### config.mk
export PLATFORM = sky130hd
export DESIGN_NAME = amo_bank_arbiter
export DESIGN_NICKNAME = d
export VERILOG_FILES = /design/src/rtl/amo_pkg.sv /design/src/rtl/rr_arb_core.sv /design/src/rtl/amo_bank_arbiter.sv
export SDC_FILE = /design/constraint.sdc
export NUM_CORES = 1
export LEC_CHECK = 0
export ABC_AREA = 1
export CAP_MARGIN = 20
export CORE_AREA = 2 2 175 177
export DETAILED_ROUTE_END_ITERATION = 10
export DIE_AREA = 0 0 177 179
export MAX_ROUTING_LAYER = met4
export SETUP_SLACK_MARGIN = 0.3
export SKIP_CTS_REPAIR_TIMING = 1
export SYNTH_ARGS = -nofsm -noshare
export SYNTH_HDL_FRONTEND = slang
export SYNTH_SLANG_ARGS = --single-unit
### constraint.sdc
create_clock -name clk_i -period 2.1 [get_ports clk_i]
set_input_delay 0.21 -clock clk_i [delete_from_list [all_inputs] [get_ports clk_i]]
set_output_delay 0.21 -clock clk_i [all_outputs]
set_load 0.01 [all_outputs]
### src/rtl/amo_pkg.sv
// AMO opcode encoding shared by the bank shim, the bank arbiter
// and the cores' request encoders.
package amo_pkg;

  localparam int AmoOpWidth = 4;

  typedef enum logic [AmoOpWidth-1:0] {
    AMONone = 4'h0,
    AMOSwap = 4'h1,
    AMOAdd  = 4'h2,
    AMOAnd  = 4'h3,
    AMOOr   = 4'h4,
    AMOXor  = 4'h5,
    AMOMax  = 4'h6,
    AMOMaxu = 4'h7,
    AMOMin  = 4'h8,
    AMOMinu = 4'h9,
    AMOCAS  = 4'hA
  } amo_op_t;

endpackage

### src/rtl/rr_arb_core.sv
// Round-robin winner search: first asserted request at or after
// the pointer, wrapping modulo NumPorts (any NumPorts >= 1).
module rr_arb_core #(
  parameter int NumPorts = 4,
  parameter int IdxWidth = 2
) (
  input  logic [NumPorts-1:0] req_i,
  input  logic [IdxWidth-1:0] ptr_i,
  output logic [IdxWidth-1:0] idx_o,
  output logic                valid_o
);

  localparam int PadW = 2 ** IdxWidth;

  logic [PadW-1:0]   req_pad;
  logic [IdxWidth:0] cand;

  // Walk offsets from far to near so the nearest hit overwrites.
  always_comb begin
    req_pad = '0;
    req_pad[NumPorts-1:0] = req_i;
    idx_o   = '0;
    valid_o = 1'b0;
    cand    = '0;
    for (int i = NumPorts - 1; i >= 0; i--) begin
      cand = {1'b0, ptr_i} + (IdxWidth+1)'(i);
      if (cand >= (IdxWidth+1)'(NumPorts))
        cand = cand - (IdxWidth+1)'(NumPorts);
      if (req_pad[cand[IdxWidth-1:0]]) begin
        idx_o   = cand[IdxWidth-1:0];
        valid_o = 1'b1;
      end
    end
  end

endmodule

### src/rtl/amo_bank_arbiter.sv
// Round-robin arbiter sharing one TCDM bank (behind its AMO shim)
// between NumPorts requesters; routes the 1-cycle response back.
module amo_bank_arbiter
  import amo_pkg::*;
#(
  parameter  int NumPorts     = 4,
  parameter  int AddrMemWidth = 32,
  parameter  int DataWidth    = 32,
  localparam int IdxWidth     = (NumPorts > 1) ? $clog2(NumPorts) : 1,
  localparam int BeWidth      = DataWidth / 8
) (
  input  logic                                   clk_i,
  input  logic                                   rst_ni,
  input  logic [NumPorts-1:0]                    req_i,
  output logic [NumPorts-1:0]                    gnt_o,
  input  logic [NumPorts-1:0][AddrMemWidth-1:0]  add_i,
  input  logic [NumPorts-1:0][AmoOpWidth-1:0]    amo_i,
  input  logic [NumPorts-1:0]                    wen_i,
  input  logic [NumPorts-1:0][DataWidth-1:0]     wdata_i,
  input  logic [NumPorts-1:0][BeWidth-1:0]       be_i,
  output logic [NumPorts-1:0]                    rvalid_o,
  output logic [DataWidth-1:0]                   rdata_o,
  output logic                                   bank_req_o,
  input  logic                                   bank_gnt_i,
  output logic [AddrMemWidth-1:0]                bank_add_o,
  output logic [AmoOpWidth-1:0]                  bank_amo_o,
  output logic                                   bank_wen_o,
  output logic [DataWidth-1:0]                   bank_wdata_o,
  output logic [BeWidth-1:0]                     bank_be_o,
  input  logic [DataWidth-1:0]                   bank_rdata_i
);

  logic [IdxWidth-1:0] rr_q, rr_d;
  logic [IdxWidth-1:0] resp_idx_q;
  logic                resp_valid_q;
  logic [IdxWidth-1:0] win;
  logic                win_valid;
  logic                hs;

  rr_arb_core #(
    .NumPorts (NumPorts),
    .IdxWidth (IdxWidth)
  ) u_rr_arb_core (
    .req_i   (req_i),
    .ptr_i   (rr_q),
    .idx_o   (win),
    .valid_o (win_valid)
  );

  // Request is independent of bank_gnt_i; the grant path stays loop-free.
  assign bank_req_o = |req_i;
  assign hs         = bank_req_o & bank_gnt_i;

  // With no request win is 0, so port 0's fields are driven.
  assign bank_add_o   = add_i[win];
  assign bank_amo_o   = amo_i[win];
  assign bank_wen_o   = wen_i[win];
  assign bank_wdata_o = wdata_i[win];
  assign bank_be_o    = be_i[win];
  assign rdata_o      = bank_rdata_i;

  always_comb begin
    gnt_o      = '0;
    gnt_o[win] = hs & win_valid;
  end

  assign rr_d = (win == IdxWidth'(NumPorts - 1)) ? '0
              : win + IdxWidth'(1);

  always_ff @(posedge clk_i or negedge rst_ni) begin
    if (!rst_ni) begin
      rr_q         <= '0;
      resp_valid_q <= 1'b0;
      resp_idx_q   <= '0;
    end else begin
      resp_valid_q <= hs;
      if (hs) begin
        rr_q       <= rr_d;
        resp_idx_q <= win;
      end
    end
  end

  always_comb begin
    rvalid_o = '0;
    for (int i = 0; i < NumPorts; i++)
      rvalid_o[i] = resp_valid_q & (resp_idx_q == IdxWidth'(i));
  end

  a_gnt_onehot : assert property (
    @(posedge clk_i) disable iff (!rst_ni) $onehot0(gnt_o));

  a_rvalid_onehot : assert property (
    @(posedge clk_i) disable iff (!rst_ni) $onehot0(rvalid_o));

  a_amo_bubble : assert property (
    @(posedge clk_i) disable iff (!rst_ni)
    (hs && bank_amo_o != AMONone) |=> (gnt_o == '0));

endmodule

==> run_results.csv <==
group,metric,value,unit
setup_path,cp_slowest_cell,"dfrtp_2",
setup_path,crit_chain,"buf_6 > xnor2_4 > nand2_2 > nand3_4 > nand3_4 > nand2_8 > buf_12 > clkbuf_16 > buf_12 > nand2_1 > nand3_2 > nand2_1 > buf_6",
outcome,violations,"negative setup slack",
global_routing,antenna_found_initial,0,
pwr,power.density,1923,nW/µm²
clocking,worstSkewPairLatency,0.23,ns
clocking,cts_sinks,5,
die,fp.dieW,177,µm
setup_path,timing.rr.end,"rr_q[1]",
drt,drtIter0Drc,260,
timing,finalHoldViolCount,0,
logic_synthesis,yosysWarningCount,0,
logic_synthesis,synth.largest_area_cell,"nand3_1",
pwr,p_leak,5.568,nW
drt,drt-wirelength-per-cell,13.60,µm
setup_path,cp.arrival,2.23,ns
global_routing,track_usage,13.11,%
layout,stdcell_area,9852,µm²
logic_synthesis,synthesis.nets,1304,
timing,drv_slew,0,
setup_path,reg2reg_depth,11,
layout,layout-drive-gt1-share,21.35,%
setup_path,startpoint_type,"register",
logic_synthesis,synth_area_leaders,"nand3_1 (33%), inv_1 (26%), nand2_1 (20%), buf_4 (6.1%), buf_2 (4.9%)",
placement,placed_area,9032,µm²
placement,place_ws,-0.7052,ns
logic_synthesis,synth_seq_area_share,2.802,%
drt,vias,7141,
global_routing,grt_max_degree,73,
setup_path,rr_startpoint,"rr_q[0]",
die,core,30030,µm²
pwr,peakVddDrop,0.8963,mV
flow_run,cap_violations,0,
die,rows,64,
outcome,status,"finished with violations",
clocking,max-clock-path-buffers,2,
timing,worst_slack,-0.3433,ns
drt,ant_nets,0,
layout,num_antenna_cells,0,
layout,fin_cells,1764,
logic_synthesis,synth_cell_types,21,
die,die_y,179,µm
clocking,numCtsBuffers,3,
clocking,h-tree-depth,1,
global_routing,grt_pass1_vias,6578,
timing,fmax,0.4093,GHz
clocking,ctsRootBufferMaster,"clkbuf_16",
die,io_pins,445,
setup_path,worstSetupEndpointType,"output pin",
placement,portBuffers,380,
global_routing,grt_pass1_wl,32.68,mm
drt,via_per_inst,4.048,
setup_path,crit_path_start,"rr_q[0]",
setup_path,reg2reg_slack,0.08,ns
placement,post-dp-hpwl,18.52,mm
global_routing,grt-ovfl-total,0,
setup_path,crit_path_max_incr_delay,0.44,ns
clocking,cts_tree,"built",
placement,gp_congestion,0.8311,
timing,period_needed,2.443,ns
logic_synthesis,yosys.area.top_type_share,33.40,%
layout,nets,1701,
setup_path,critPathBufInv,5,
layout,area_growth,120.6,%
setup_path,worstSetupPathType,"reg -> out",
timing,setup_viol,77,
logic_synthesis,syn-cell-area,4466,µm²
timing,fin_worst_skew,0.001141,ns
logic_synthesis,netlist_instances,972,
drt,first_pass_iters,4,
die,dieArea,31680,µm²
drt,drt-total-wl,23.99,mm
setup_path,worstPathRequired,1.89,ns
logic_synthesis,ys_ff_latch,5,
min_path,hold_class,"in -> async",
timing,max_slew_margin,80.62,%
drt,drc_errors,0,
clocking,clkTransAtPathRegs,0.03,ns
placement,dp_cells,1734,
logic_synthesis,synth_area_per_cell,4.594,µm²
timing,whs,0.2210,ns
setup_path,critPathMaxFanout,6,
timing,timing.final.crit_share,116.3,%
timing,tightestPinTransition,0.2907,ns
die,start_util,14.87,%
timing,rsz0062_at_grt,"true",
setup_path,crit_family,"simple AND/OR/NAND/NOR gates",
[synthesized netlist by cell type]
cell type,instances
buf_1,2
buf_2,44
buf_4,36
buf_6,12
clkbuf_1,3
clkinv_1,1
dfrtp_1,5
ha_1,1
inv_1,305
inv_2,1
nand2_1,241
nand2_2,2
nand3_1,298
nand3_2,3
nor2_1,5
nor3_1,5
nor4_1,1
o21ai_0,4
o21ai_1,1
o21ai_2,1
xnor2_1,1
[worst max path at each step]
stage / to / slack, ns / depth (start not counted)
finish: bank_wdata_o[15] / -0.34 / 13
floorplan: gnt_o[3] / 0.27 / 14
CTS: bank_wdata_o[15] / -0.84 / 14
detailed placement: bank_wdata_o[15] / -0.71 / 15
global placement: bank_wdata_o[14] / -0.66 / 15
global route: bank_wdata_o[20] / -0.44 / 14
[state kept, by name, indices dropped and copies added, names as in the netlist]
name / flops
resp_idx_q: 2
resp_valid_q: 1
rr_q: 2
[final cells by class]
cell class,instances,area [µm²]
fill,3259,20180
timing repair buffer,489,4940
multi-input combinational,563,3050
inverter,307,1160
tap,396,495.5
sequential,5,127.6
clock buffer,4,78.83
[cells in the final DEF (no fill, tap or decap)]
master	count
inv_1	300
clkdlybuf4s50_1	300
nand3_1	244
nand2_1	206
buf_4	62
nand3_2	53
buf_2	35
buf_6	34
nand2_2	32
buf_12	22
dlymetal6s2s_1	12
clkbuf_2	12
clkbuf_16	10
nand3_4	4
nor3_1	4
buf_8	4
inv_4	3
inv_2	3
nand2_4	3
nor2_2	3
o21ai_0	3
dfrtp_1	3
o21ai_4	2
nand2_8	2
dfrtp_2	2
xnor2_4	1
nor4_2	1
clkinv_1	1
nor2_1	1
nor3_2	1
nor2_4	1
o21ai_1	1
ha_4	1
clkbuf_1	1
buf_16	1
[metal layers]
metal | up-vias | track usage, % | wire [µm]
li1 | 3631 | - | -
met1 | 3158 | 15.36 | 9644
met2 | 317 | 23.44 | 11900
met3 | 35 | 2.332 | 1894
met4 | 0 | 2.583 | 558
met5 | - | - | 0
[metrics by stage]
stage / TNS [ns] / power [mW] / utilization [%]
after floorplan: 0 / 8.551 / -
after detailed placement: -47.60 / 16.98 / 30.08
final: -21.81 / 18.95 / 32.81
after global placement: -45.09 / 16.91 / 30.08
after global routing: -29.51 / 20.59 / 32.81
after CTS: -58.47 / 17.36 / 30.34
[power breakdown]
part / total, mW / internal [mW] / switching [mW]
Combinational: 18.4 / 8.88 / 9.57
Sequential: 0.192 / 0.141 / 0.0506
Clock: 0.310 / 0.251 / 0.0584
Total: 18.9 / 9.27 / 9.68
[cell families after synthesis]
group                      share of synthesized area (%)
AOI/OAI and AO/OA                                 0.7565
xor gates and xnor gates                          0.1962
adders and majority gates                         0.2801
buffers and inverters                              40.24
DFF                                                2.802
and+or+nand+nor                                    55.73
Power figures use the tool's default switching activity.
